**config.mk**
```make
export PLATFORM = sky130hd
export DESIGN_NAME = instr_fetch
export DESIGN_NICKNAME = d
export VERILOG_FILES = /design/src/rtl/instr_fetch.sv
export SDC_FILE = /design/constraint.sdc
export NUM_CORES = 1
export LEC_CHECK = 0
export CELL_PAD_IN_SITES_DETAIL_PLACEMENT = 0
export CELL_PAD_IN_SITES_GLOBAL_PLACEMENT = 1
export CORE_UTILIZATION = 35
export CTS_BUF_LIST = sky130_fd_sc_hd__clkbuf_4 sky130_fd_sc_hd__clkbuf_8 sky130_fd_sc_hd__clkbuf_16
export DETAILED_ROUTE_END_ITERATION = 10
export PLACE_DENSITY_LB_ADDON = 0.25
export RECOVER_POWER = 100
export SLEW_MARGIN = 5
export SYNTH_ARGS = -nofsm -noshare
export SYNTH_HDL_FRONTEND = slang
export SYNTH_SLANG_ARGS = --single-unit
```
**constraint.sdc**
```tcl
create_clock -name clk -period 3.5 [get_ports clk]
set_clock_uncertainty 0.1 [all_clocks]
set_input_delay 0.7 -clock clk [delete_from_list [all_inputs] [get_ports clk]]
set_output_delay 0.7 -clock clk [all_outputs]
set_load 0.02 [all_outputs]
```
**src/rtl/instr_fetch.sv**
```systemverilog
// Instruction fetch unit: small program memory plus an issue FSM that
// presents one instruction at a time to the CPU over a valid/ready handshake.
module instr_fetch #(
    parameter int unsigned DEPTH = 32,
    parameter int unsigned AW    = 5
) (
    input  logic          clk,
    input  logic          reset,
    input  logic          prog_we,
    input  logic [AW-1:0] prog_addr,
    input  logic [12:0]   prog_data,
    input  logic [AW:0]   prog_len,
    input  logic          start,
    input  logic          stop,
    input  logic          instr_ready,
    output logic [12:0]   instr,
    output logic          instr_valid,
    output logic [AW-1:0] pc,
    output logic          busy,
    output logic          done
);

    localparam int unsigned IW = 13;
    localparam logic [AW:0] DEPTH_L = (AW+1)'(DEPTH);

    typedef enum logic [1:0] {
        S_IDLE  = 2'd0,
        S_FETCH = 2'd1,
        S_ISSUE = 2'd2,
        S_DONE  = 2'd3
    } state_t;

    state_t        state_q, state_d;
    logic [IW-1:0] instr_q, instr_d;
    logic          valid_q, valid_d;
    logic [AW-1:0] pc_q, pc_d;
    logic [AW:0]   len_q, len_d;
    logic          busy_q, busy_d;
    logic          done_q, done_d;

    logic [IW-1:0] mem [DEPTH];

    logic          idle_like;
    logic          mem_we;
    logic [AW:0]   len_clamp;
    logic          pc_last;

    // Memory is writable only while nothing is being issued; reset blocks writes.
    assign idle_like = (state_q == S_IDLE) || (state_q == S_DONE);
    assign mem_we    = prog_we && reset && idle_like;

    // Program length is clamped to the memory depth so pc can never run off the end.
    assign len_clamp = (prog_len > DEPTH_L) ? DEPTH_L : prog_len;
    assign pc_last   = ({1'b0, pc_q} == (len_q - (AW+1)'(1)));

    // Program memory write port; contents are deliberately not reset.
    always_ff @(posedge clk) begin
        if (mem_we) begin
            mem[prog_addr] <= prog_data;
        end
    end

    // State and output registers.
    always_ff @(posedge clk) begin
        if (!reset) begin
            state_q <= S_IDLE;
            instr_q <= '0;
            valid_q <= 1'b0;
            pc_q    <= '0;
            len_q   <= '0;
            busy_q  <= 1'b0;
            done_q  <= 1'b0;
        end else begin
            state_q <= state_d;
            instr_q <= instr_d;
            valid_q <= valid_d;
            pc_q    <= pc_d;
            len_q   <= len_d;
            busy_q  <= busy_d;
            done_q  <= done_d;
        end
    end

    // Next-state and next-output logic; stop overrides everything else.
    always_comb begin
        state_d = state_q;
        instr_d = instr_q;
        valid_d = valid_q;
        pc_d    = pc_q;
        len_d   = len_q;

        case (state_q)
            S_IDLE, S_DONE: begin
                if (start) begin
                    len_d   = len_clamp;
                    pc_d    = '0;
                    state_d = (len_clamp != '0) ? S_FETCH : S_DONE;
                end
            end
            S_FETCH: begin
                instr_d = mem[pc_q];
                valid_d = 1'b1;
                state_d = S_ISSUE;
            end
            S_ISSUE: begin
                if (valid_q && instr_ready) begin
                    valid_d = 1'b0;
                    if (pc_last) begin
                        state_d = S_DONE;
                    end else begin
                        pc_d    = pc_q + AW'(1);
                        state_d = S_FETCH;
                    end
                end
            end
            default: begin
                state_d = S_IDLE;
            end
        endcase

        if (stop) begin
            state_d = S_IDLE;
            valid_d = 1'b0;
            pc_d    = '0;
        end

        busy_d = (state_d == S_FETCH) || (state_d == S_ISSUE);
        done_d = (state_d == S_DONE);
    end

    assign instr       = instr_q;
    assign instr_valid = valid_q;
    assign pc          = pc_q;
    assign busy        = busy_q;
    assign done        = done_q;

endmodule

```
==> results.md <==
- The flow ran to the end, but the final reports show violations.
- The checks that failed: capacitance limit, slew limit.
- The most used flip-flop cell after synthesis is sky130_fd_sc_hd__edfxtp_1.
- The proportion of synthesized flip-flops having asynchronous set or reset is 0%.
- The filler cell count is approximately 4,600.
- Yosys mapped the design onto between 50 and 60 distinct sky130hd cell types.
- The number of max-slew violations in the final report came to ~430.
- The synthesized design contains roughly 420 enable-type register cells.
- The clock reaches the later pin of the worst-skew pair after roughly 0.57 ns.
- The library cells used most frequently in the layout, excluding fill and tap cells, are sky130_fd_sc_hd__edfxtp_1, sky130_fd_sc_hd__mux4_2, sky130_fd_sc_hd__nor2_1, sky130_fd_sc_hd__mux2i_1, sky130_fd_sc_hd__clkbuf_1.
- The startpoint identified for the worst hold timing path is len_q[5].
- The upper clock frequency limit is about 0.30 GHz.
- The number of antenna diodes in the final layout is 0.
- Counting every instance in the synthesized netlist gives ~940.
- The max capacitance violation total is 13.
- The detail-routed net length per standard cell is around 24 um.
- After layout, the minimum clock period comes to between 3 and 4 ns.
- For this run, design rule violations remaining after detail routing come to 0.
- TritonCTS built the clock tree.
- The transition time at the pin with the least slew margin is approximately 1.8 ns.
- The slowest stage of the critical path is the sky130_fd_sc_hd__dfxtp_1 cell.
- The arrival time reported for the critical path endpoint is around 3.7 ns.
- The critical path starts at pc[3].
- Summing all multi-input logic gate instances after layout gives approximately 4300 um2.
- The post-route fraction of the period consumed by the critical path is about 94%.
- Data on the critical path is required at its endpoint by roughly 3.9 ns.
- The critical path is of the flip-flop to flip-flop type.
- The final wirelength is around 42 mm.
- After floorplanning, the core was divided into 82 placement rows.
- The delay of the slowest critical-path stage is 1.00 ns.
- Of the post-synthesis cell area, the dominant cell type holds between 70% and 80%.
- The post-synthesis register bit count is approximately 450.
- The initial antenna violation count was 4.
- The post-synthesis cell area is 17,800 um2.
- In the routed layout, each cell is associated on average with a via count of between 5 and 6.
- The via count of the first global-routing pass was roughly 9,400.
- The cell type with the highest aggregate area in the netlist is sky130_fd_sc_hd__edfxtp_1.
- By area the synthesized netlist is led by sky130_fd_sc_hd__edfxtp_1, sky130_fd_sc_hd__mux4_2, sky130_fd_sc_hd__dfxtp_1.
- Grouping stages by cell kind, the critical path spends the most delay in compound AO/OA/AOI/OAI gates.
- Setup repair after global routing left no endpoint under its margin.
- Once detail routing completed, the nets flagged for antenna violations numbered 0.
- After clock tree synthesis, the repair step resized 0 gates.
- The post-synth net total is approximately 1,000.
- Buffers added to address setup during post-CTS repair amount to 0.
- The placeable core region is about 50,000 um2.
- The final total negative setup slack is 0 ns.
- Counting the buffers created by CTS gives 47.
- The overall die width is between 200 and 250 um.
- The via count is 9,033.
- The worst setup path is captured at a flip-flop.
- The starting density of the core is 35.5%.
- In this run the power density over the cells is approximately 540 nW/um2.
- Headroom to the max-slew limit came out at -19.6%.
- The kind of path behind the tightest hold check is flip-flop to flip-flop.
- In this run the vertical extent of the chip is approximately 230 um.
- The library cell used most frequently in the layout, excluding fill and tap cells, is sky130_fd_sc_hd__edfxtp_1.
- Setup violations remaining at the end of the flow were counted as 0.
- For this run, the total global-route usage over all layers was measured as between 10% and 20%.
- The clock input transition at the sequential cells of the worst setup and hold paths is 0.06 ns.
- The startpoint of the worst-slack reg-to-reg timing path is pc[3].
- The clock root buffer is sky130_fd_sc_hd__clkbuf_16.
- The global-route wire length before repair is ~62 mm.
- The clock passes through at most 3 buffers.
- The critical path goes through nor2b_1 > clkbuf_1 > a221oi_1 > o21ai_0 > and3_1 > a21oi_1 > nor2_1 > nor3_1.
- After the first detailed-routing iteration, the DRC count stood at about 660.
- The half-perimeter wire length after detailed placement is about 27 mm.
- The number of hold violations in the final report was 0.
- After routing the design area is slightly above 20,000 um2.
- The share of cells above drive strength 1 is 18.1%.
- The total power draw is between 10 and 15 mW.
- Before antenna repair, the detailed router went through 5 iterations.
- The number of warnings issued by yosys is 0.
- The maximum fanout encountered on the critical timing path is 19.
- The share of the yosys chip area belonging to registers is roughly three quarters.
- Across all setup checks in the final design, the least slack found is 0.197 ns.
- Pin placement for this block handled a little over 50 I/O pins.
- The number of clock sinks is ~450.
- Port buffering added 50 buffers.
- The maximum number of pins on one net before global-route repair is 75.
- The congestion estimate from routability-driven global placement came to roughly 0.78.
- The storage element area is ~13,000 um2.
- The placement-stage worst setup slack is between 0.5 and 0.6 ns.
- The leakage power is between 6 and 7 nW.
- STA classifies the critical path startpoint as a flip-flop.
- The layout overhead on the synthesized area is 16.9%.
- The number of buffers and inverters on the critical path is 1.
- In this run the cell area measured after placement is roughly 19,000 um2.
- The H-tree generated during clock tree synthesis spans 2 levels.
- In this run, post-CTS hold repair placed 0 buffers.
- At the end of the flow, the number of nets in the layout was roughly 1,100.
- The die covers between 50,000 and 60,000 um2.
- The mean post-synth cell area is about 19 um2.
- IR analysis of the VDD net gives a maximum drop of between 0.0002 and 0.0003 V.
- The remaining global-route overflow is 0.
cells by family (layout without fill, tap and decap cells):
group                    Yosys count  count (layout)  share of synthesized area (%)
adder cells (fa/ha/maj)            5               5                          0.352
XOR/XNOR                          12              12                          0.634
AND/OR/NAND/NOR                  173             173                           4.82
multiplexers                     149             149                           14.8
buffers and inverters             58             218                           2.04
AO/OA/AOI/OAI                     95              95                           3.76
flip-flops                       445             445                           73.6
final cells by class:
cell class                 count  share of cell area, %
clock buffer                  59                   6.33
inverter                       7                  0.127
sequential                   445                   63.0
timing repair buffer         124                   4.28
tap                          672                   4.05
multi-input combinational    434                   20.8
clock inverter                28                   1.40
synthesized netlist by cell type (6+ instances only):
cell and number:
sky130_fd_sc_hd__nor3_1 6, sky130_fd_sc_hd__buf_4 11, sky130_fd_sc_hd__nor2_1 69, sky130_fd_sc_hd__a211o_1 8, sky130_fd_sc_hd__inv_1 7, sky130_fd_sc_hd__dfxtp_1 29, sky130_fd_sc_hd__xnor2_1 8, sky130_fd_sc_hd__nand3_1 22
sky130_fd_sc_hd__mux2i_1 57, sky130_fd_sc_hd__nor3b_1 6, sky130_fd_sc_hd__nor2b_1 17, sky130_fd_sc_hd__nand3b_1 12, sky130_fd_sc_hd__a221oi_1 13, sky130_fd_sc_hd__clkbuf_1 16, sky130_fd_sc_hd__o21ai_0 16, sky130_fd_sc_hd__edfxtp_1 416
sky130_fd_sc_hd__a22oi_1 9, sky130_fd_sc_hd__o221ai_1 8, sky130_fd_sc_hd__buf_2 15, sky130_fd_sc_hd__nand2_1 21, sky130_fd_sc_hd__a21oi_1 20, sky130_fd_sc_hd__mux4_2 91
state kept, by name, indices dropped and copies added (netlist names):
register     flops
mem            416
instr           13
len_q            6
pc               5
state_q          2
busy             1
done             1
instr_valid      1
through the flow:
step	hold WS, ns	util, %	cells
5_1_grt	0.444	41.5	1769
3_3_place_gp	0.391	38.7	1682
6_report	0.407	41.5	1769
3_5_place_dp	0.401	38.7	1682
4_1_cts	0.413	41.9	1769
2_1_floorplan	0.380	-	937
per-layer routing:
layer  global-route usage (%)  vias up  routed length (um)
li1                         -     4054                   -
met1                     21.8     4689               18000
met2                     29.1      242               21200
met3                     3.02       48                2250
met4                     5.02        0                 832
met5                        0        -                   0
worst paths after layout:
check / slack (ns) / end / cells after the start
worst max register to register: 0.20 / instr[0] / 8
worst min-delay path: 0.41 / len_q[5] / 2
worst min register to register: 0.41 / len_q[5] / 2
worst max-delay path: 0.20 / instr[0] / 8
tightest hold or removal path: cells and delay by family (launching register included):
| family | cells | cell delay, ns |
|---|---|---|
| DFF | 1 | 0.33 |
| and+or+nand+nor | 1 | 0.06 |
| AOI/OAI and AO/OA | 1 | 0.07 |
power breakdown:
group	switching, mW	total (mW)	internal [mW]
clock network	2.00	5.10	3.10
logic	0.207	0.296	0.0893
registers	0.0168	5.87	5.85
total	2.22	11.3	9.04
No activity file was read; power rests on OpenSTA's default activity.
